$ cat config.mk
export PLATFORM = sky130hd
export DESIGN_NAME = serializador_10bits
export DESIGN_NICKNAME = d
export VERILOG_FILES = /design/src/rtl/serializador_10bits.sv
export SDC_FILE = /design/constraint.sdc
export NUM_CORES = 1
export LEC_CHECK = 0
export CAP_MARGIN = 10
export CORE_AREA = 4 4 67 69
export CTS_CLUSTER_DIAMETER = 80
export CTS_CLUSTER_SIZE = 24
export DETAILED_ROUTE_END_ITERATION = 10
export DIE_AREA = 0 0 71 73
export MAX_ROUTING_LAYER = met4
export PLACE_DENSITY = 0.82
export SLEW_MARGIN = 10
export SYNTH_ARGS = -nofsm -noshare
export SYNTH_HDL_FRONTEND = slang
export SYNTH_SLANG_ARGS = --single-unit
$ cat constraint.sdc
create_clock -name clk -period 1.5 [get_ports clk]
set_input_delay 0.15 -clock clk [delete_from_list [all_inputs] [get_ports clk]]
set_output_delay 0.15 -clock clk [all_outputs]
set_load 0.02 [all_outputs]
$ cat src/rtl/serializador_10bits.sv
// serializador_10bits: serializes one parallel word per frame with a programmable bit period,
// driving a downstream shift register through ser_out, shift_en and dir.
module serializador_10bits #(
    parameter int WIDTH = 10,
    parameter int DIV_W = 8
) (
    input  logic             clk,
    input  logic             rst,
    input  logic             start,
    input  logic [WIDTH-1:0] data,
    input  logic             msb_first,
    input  logic [DIV_W-1:0] div,
    output logic             ser_out,
    output logic             shift_en,
    output logic             dir,
    output logic             busy,
    output logic             done
);
    localparam int CW = $clog2(WIDTH + 1);

    typedef enum logic [1:0] {IDLE, SHIFT, DONE} state_t;

    state_t           state_q, state_d;
    logic [WIDTH-1:0] sh_q, sh_d;
    logic [DIV_W-1:0] div_q, div_d, presc_q, presc_d;
    logic [CW-1:0]    cnt_q, cnt_d;
    logic             ser_q, ser_d, shift_en_q, shift_en_d, dir_q, dir_d;
    logic             busy_q, busy_d, done_q, done_d;
    logic             accept, last, strobe;

    always_ff @(posedge clk) begin
        if (!rst) begin
            state_q    <= IDLE;
            sh_q       <= '0;
            div_q      <= '0;
            presc_q    <= '0;
            cnt_q      <= '0;
            ser_q      <= 1'b0;
            shift_en_q <= 1'b0;
            dir_q      <= 1'b0;
            busy_q     <= 1'b0;
            done_q     <= 1'b0;
        end else begin
            state_q    <= state_d;
            sh_q       <= sh_d;
            div_q      <= div_d;
            presc_q    <= presc_d;
            cnt_q      <= cnt_d;
            ser_q      <= ser_d;
            shift_en_q <= shift_en_d;
            dir_q      <= dir_d;
            busy_q     <= busy_d;
            done_q     <= done_d;
        end
    end

    always_comb begin
        accept  = state_q == IDLE && start;
        last    = cnt_q == CW'(WIDTH);
        state_d = state_q == IDLE  ? (start ? SHIFT : IDLE) :
                  state_q == SHIFT ? (last ? DONE : SHIFT) : IDLE;
    end

    // dir_q doubles as the captured bit order: the shifter always emits from the end facing dir
    always_comb begin
        strobe     = state_q == SHIFT && !last && presc_q == '0;
        sh_d       = accept ? data : strobe ? (dir_q ? sh_q << 1 : sh_q >> 1) : sh_q;
        ser_d      = strobe ? (dir_q ? sh_q[WIDTH-1] : sh_q[0]) : ser_q;
        div_d      = accept ? div : div_q;
        presc_d    = accept ? div : strobe ? div_q :
                     (state_q == SHIFT && presc_q != '0) ? presc_q - DIV_W'(1) : presc_q;
        cnt_d      = accept ? '0 : strobe ? cnt_q + CW'(1) : cnt_q;
        shift_en_d = strobe;
        dir_d      = accept ? msb_first : dir_q;
        busy_d     = state_d == SHIFT;
        done_d     = state_d == DONE;
    end

    assign ser_out  = ser_q;
    assign shift_en = shift_en_q;
    assign dir      = dir_q;
    assign busy     = busy_q;
    assign done     = done_q;
endmodule

==> results of run 1 <==
## worst register-to-register path, cell delays in order (launching register included)
cell	delay, ns
dfxtp_1	0.38
nor3_1	0.31
buf_4	0.19
buf_4	0.13
and4_4	0.26
buf_6	0.14
nor2_1	0.06
a211oi_1	0.22
## registers in the layout, summed over array words and instances, names as in the netlist
| signal | flops |
|---|---|
| state_q | 2 |
| div_q | 8 |
| done | 1 |
| busy | 1 |
| sh_q | 10 |
| dir | 1 |
| presc_q | 8 |
| cnt_q | 4 |
| shift_en | 1 |
| ser_out | 1 |
## Yosys cell counts (3+ instances only)
master	instances	area share [%]
a31oi_1	8	2.7
ha_1	4	2.7
a21oi_1	10	2.7
dfxtp_1	37	40
nor2_1	16	3.3
o21ai_1	8	2.2
nand2_1	31	6.3
o21ai_0	7	1.9
nor3_1	4	1.1
mux2i_1	10	5.5
nand3_1	10	2.7
buf_2	3	0.82
clkbuf_1	10	2.0
xnor2_1	4	1.9
inv_1	4	0.82
a211oi_1	3	1.2
a21boi_0	10	4.1
o211ai_1	6	2.5
## cells by family (layout without fill, tap and decap cells)
logic type	count (synthesis)	in the layout
and+or+nand+nor	79	79
xor gates and xnor gates	6	6
AOI/OAI and AO/OA	62	62
muxes	10	10
DFF	37	37
buffers and inverters	20	80
adders and majority gates	4	4
## metal layers
layer	track usage (%)	up-vias	wire [um]
li1	-	899	-
met1	24.7	899	2380
met2	34.1	44	2510
met3	4.55	16	223
met4	7.72	0	142
met5	-	-	0
## path summary, 6_finish.rpt
path	start	end	slack, ns	depth (start not counted)
min	data[3]	sh_q[3]	0.40	3
max	presc_q[3]	cnt_q[1]	-0.29	7
max reg2reg	presc_q[3]	cnt_q[1]	-0.29	7
min reg2reg	div_q[1]	div_q[1]	0.46	2
## where the power goes
part | switching, mW | leakage (nW) | total [mW] | internal (mW)
Sequential | 0.0821 | 0.306 | 1.14 | 1.06
Combinational | 0.382 | 0.663 | 0.809 | 0.427
Clock | 0.384 | 0.0681 | 1.04 | 0.661
## what timing repair did
action                     4_1_cts  5_1_grt
buffers inserted                 3        4
hold endpoints to repair         0        0
resized for setup               17       14
pin swaps                        8        5
setup endpoints to repair       23       24
hold buffers                     0        0
## layout make-up
cell class	instances	share of cell area, %
timing repair buffer	68	22.2
clock inverter	3	2.37
multi-input combinational	161	42.7
tap	50	2.28
clock buffer	5	2.51
sequential	37	27.3
inverter	4	0.638
## through the flow
step                      utilization (%)  setup slack, ns  setup TNS, ns  hold WS [ns]  total power [mW]
final                                70.1           -0.285          -3.66         0.399              2.99
after global routing                 70.1           -0.334          -5.49         0.403              3.11
after CTS                            68.1           -0.117          -1.61         0.399              2.90
after detailed placement             62.2           -0.123          -1.93         0.457              1.82
after global placement               62.2          -0.0946          -1.16         0.451              1.80
after floorplan                         -          -0.0865         -0.606         0.287              1.56
==> reports/qor.txt, run 1 <==
Syn. warnings: 0
Antenna violations before repair: 0
Routed wire length: 5260 um
Final net count: 303
Max Fclk: 560 MHz
Lkg Pwr: 1.04 nW
Clock Latency Late Sink: 0.30 ns
Area after DPL: 2440 um^2
Max stage delay on crit path: 0.38 ns
Unrepaired setup endpoints after global routing: true
CTS buffer count: 5
Pwr Density: 1090 nW/um^2
Largest family of logic cells by synthesized area: compound AO/OA/AOI/OAI gates
Pre-antenna DRT Iters: 4
Inserted Diodes: 0
Num rows: 23
Post-Synth Adder-Cell Area: 2.73%
Core area: 3910 um^2
CTS tree: yes
Synth Area in Compound Gates: 21.8%
DRC violations left: 0
Measured slew at the worst slew-check pin: 0.500 ns
Top_reg_cell synth: dfxtp_1
Dpl hpwl: 3170 um
Slowest cell on crit path: dfxtp_1
FFs w/ async S/R, synth: 0%
Tmin final: 1.79 ns
CP top delay family: simple AND/OR/NAND/NOR gates
Share of cells above drive strength 1: 33.1%
Number of port buffers: 26
CTS root buffer: clkbuf_8
Final hold viol count: 0
CP Cell Sequence: nor3_1 > buf_4 > buf_4 > and4_4 > buf_6 > nor2_1 > a211oi_1
Largest net degree at the start of global routing: 19
Crit Path Max Fanout: 7
Synthesized area per cell: 8.41 um^2
Die ar.: 5180 um^2
Gr usage total: 20.6%
Post-synthesis simple-gate area fraction: 21.8%
Layout Area Growth over Synthesis: 49.8%
Bufs and invs on worst path: 3
Outcome: complete, but fails checks
Crit path kind: register to register
WP data arrival: 1.99 ns
Peak VDD IR: 0.794 mV
Final worst slack: -0.285 ns
Starting density of the core: 46.8%
Placer Congestion: 0.896
Net Count, Synth: 244
Worst min path class: input port to register
First-pass GRT wire length: 8220 um
Post-Synthesis Cells: 218
Post-synthesis sequential area ratio: 40.4%
Via count: 1858
Initial DRC count: 74
Total grt overflow: 0
Worst EP required: 1.71 ns
Mux contribution to synthesized area: 5.46%
Post-route cell area: 2750 um^2
Clock skew: 0.00587 ns
Fill count: 314
Routed len/inst: 16.0 um
Post-synth cell types: 46
Storage element area: 748 um^2
Most used cell, CP: buf_4
Post-Syn Area: 1830 um^2
Clk sinks: 37
Final critical-path share of the clock period: 119%
Routed vias/inst: 5.66
Post-Synth XOR/XNOR Area: 2.87%
CP endpoint kind: register
Worst Setup Start Kind: register
Area of the multi-input gates: 1170 um^2
Max Cap Viol: 0
Die Ht: 73 um
Vias in the first global route: 1733
Slew Limit Fails: 0
Post-synth EDFFs: 0
Slew HR: 66.6%
Htree depth: 2
Flops & latches, synth: 37
Failing checks: negative setup slack
Most common cell after layout, fill and taps aside: buf_4
DIE WIDTH: 71 um
Clk buf depth: 2
Final cell count without fillers: 328
Inst Count DP: 313
Most frequent cells in the layout: 35 x buf_4, 33 x dfxtp_1, 28 x nand2_1
Clock transition at path regs: 0.08 ns
Final setup fails: 23
Number of top-level pins: 27
Antenna Nets Post-Route: 0
No activity file was read; power rests on OpenSTA's default activity.
==> inputs of run 2 (changes only) <==
Settings changed: CORE_AREA 4 4 67 69 to 4 4 64 66, DIE_AREA 0 0 71 73 to 0 0 68 70, PLACE_DENSITY 0.82 to 0.86.
Clock period 1.5 ns to 1.8 ns, I/O delays scaled along.
==> run 2 against run 1 <==
Net effect:
- sequential cell count stayed put
- the flow now finishes without violations
- clock power is 59% lower
- sequential power is 17% lower
- non-clock buffer count is 21 lower
- global-route usage is 2.8 points lower
- via count is 8.7% lower
- clock skew is 0.0068 ns higher
==> reports/qor.txt, run 2 (same netlist as run 1, synthesis figures left out) <==
Final net count: 282 (was 303)
Routed vias/inst: 5.56 (was 5.66)
Final hold viol count: 0 (unchanged)
CTS root buffer: clkbuf_4 (was clkbuf_8)
Slew Limit Fails: 0 (unchanged)
Clock Latency Late Sink: 0.35 ns (was 0.30 ns)
Measured slew at the worst slew-check pin: 0.442 ns (was 0.500 ns)
Tmin final: 1.76 ns (was 1.79 ns)
Routed wire length: 4260 um (was 5260 um)
Number of top-level pins: 27 (unchanged)
Placer Congestion: 0.931 (was 0.896)
Reg2reg start: presc_q[0] (was presc_q[3])
Met3 GRT Util: 3.86% (was 4.55%)
Inserted Diodes: 0 (unchanged)
Hold Path End: sh_q[7] (was sh_q[3])
Max Cap Viol: 0 (unchanged)
Die ar.: 4760 um^2 (was 5180 um^2)
Dpl hpwl: 2830 um (was 3170 um)
Antenna violations before repair: 0 (unchanged)
# hold bufs at CTS: 0 (unchanged)
Core area: 3580 um^2 (was 3910 um^2)
Reg2Reg Capture Point: presc_q[5] (was cnt_q[1])
Crit. Startpoint: presc_q[0] (was presc_q[3])
Layout Area Growth over Synthesis: 29.4% (was 49.8%)
Starting density of the core: 51.2% (was 46.8%)
Most frequent cells in the layout: 35 x dfxtp_1, 31 x nand2_1, 26 x clkdlybuf4s50_1 (was 35 x buf_4, 33 x dfxtp_1, 28 x nand2_1)
Largest register FFs: 10 (unchanged)
Worst EP required: 2.03 ns (was 1.71 ns)
CTS buffer count: 5 (unchanged)
Met2 Usage GRT: 26.7% (was 34.1%)
Biggest register: sh_q (unchanged)
Final critical-path share of the clock period: 97.9% (was 119%)
Fill count: 295 (was 314)
CTS tree: yes (unchanged)
DRC violations left: 0 (unchanged)
WP data arrival: 2.00 ns (was 1.99 ns)
Crit path kind: register to register (unchanged)
Setup TNS: 0 ns (was -3.66 ns)
Share of cells above drive strength 1: 15.6% (was 33.1%)
CP endpoint kind: register (unchanged)
Clock skew: 0.0127 ns (was 0.00587 ns)
Gr usage total: 17.9% (was 20.6%)
Inst Count DP: 291 (was 313)
R2R setup slack: 0.04 ns (was -0.29 ns)
Number of port buffers: 26 (unchanged)
Pre-antenna DRT Iters: 4 (unchanged)
Final cell count without fillers: 305 (was 328)
Outcome: completed (was complete, but fails checks)
Hold Path Origin: data[7] (was data[3])
First-pass GRT wire length: 6470 um (was 8220 um)
Hold path cells: 3 (unchanged)
Clk sinks: 37 (unchanged)
Largest net degree at the start of global routing: 28 (was 19)
Pwr Density: 792 nW/um^2 (was 1090 nW/um^2)
Biggest regs: sh_q: 10 flops, div_q: 8 flops, presc_q: 8 flops (unchanged)
Lkg Pwr: 0.887 nW (was 1.04 nW)
Vias in the first global route: 1514 (was 1733)
Die Ht: 70 um (was 73 um)
Htree depth: 2 (unchanged)
Worst-case reg-to-reg path depth: 5 (was 7)
Hold WS: 0.370 ns (was 0.399 ns)
Initial DRC count: 128 (was 74)
Total grt overflow: 0 (unchanged)
Routed len/inst: 14.0 um (was 16.0 um)
Final setup fails: 0 (was 23)
Max Fclk: 567 MHz (was 560 MHz)
Antenna Nets Post-Route: 0 (unchanged)
DIE WIDTH: 68 um (was 71 um)
GR peak layer: met2 (unchanged)
Clk buf depth: 2 (unchanged)
Num rows: 22 (was 23)
Worst min path class: input port to register (unchanged)
Via count: 1696 (was 1858)
Slew HR: 70.5% (was 66.6%)
Met1 Track Usage GR: 22.0% (was 24.7%)
Clock transition at path regs: 0.11 ns (was 0.08 ns)
Peak VDD IR: 0.515 mV (was 0.794 mV)
Worst Setup Start Kind: register (unchanged)
Most common cell after layout, fill and taps aside: dfxtp_1 (was buf_4)
Crit Path Max Fanout: 3 (was 7)
-- run 2: worst max path at each step --
stage / end / slack (ns)
detailed placement: presc_q[7] / 0.04
global route: presc_q[5] / -0.06
finish: presc_q[5] / 0.04
floorplan: presc_q[4] / 0.14
global placement: cnt_q[1] / 0.11
CTS: cnt_q[1] / 0.02
-- run 2: cell type report --
class,count,area [um^2],area share (%)
tap,48,60.1,2.53
multi-input combinational,161,1030,43.6
clock buffer,6,41.3,1.74
clock inverter,2,10.0,0.422
sequential,37,743,31.3
inverter,4,17.5,0.738
timing repair buffer,47,465,19.6
-- run 2: through the flow --
step	instance area [um^2]	total power, mW	util, %	worst slack, ns
final	2370	1.88	66.3	0.0379
after global routing	2370	1.97	66.3	-0.0606
after global placement	2200	1.39	61.6	0.110
after CTS	2250	1.82	63.0	0.0165
after detailed placement	2200	1.41	61.6	0.0379
after floorplan	1830	1.26	-	0.137
-- run 2: per-layer routing --
metal | vias up | wire, um
met3 | 11 | 157
met5 | - | 0
met1 | 791 | 1870
met4 | 0 | 123
met2 | 34 | 2120
li1 | 860 | -
-- run 2: timing repair --
item                       CTS  global route
setup endpoints to repair    0            17
resized for setup            0            11
setup buffers                0             4
-- run 2: worst max-delay path, cell delays in order (launching register included) --
cell	delay [ns]
dfxtp_2	0.35
buf_4	0.14
nor3_1	0.34
or3b_2	0.48
a211oi_1	0.24
o22ai_1	0.12
-- run 2: power by group --
part           switching [mW]  internal, mW
clock                   0.274         0.149
combinational           0.244         0.266
sequential             0.0636         0.881
==> inputs of run 3 (changes only) <==
Settings changed: CAP_MARGIN 10 to 5.
==> results of run 3 <==
No change in the layout: final DEF, timing and power equal those of run 2.
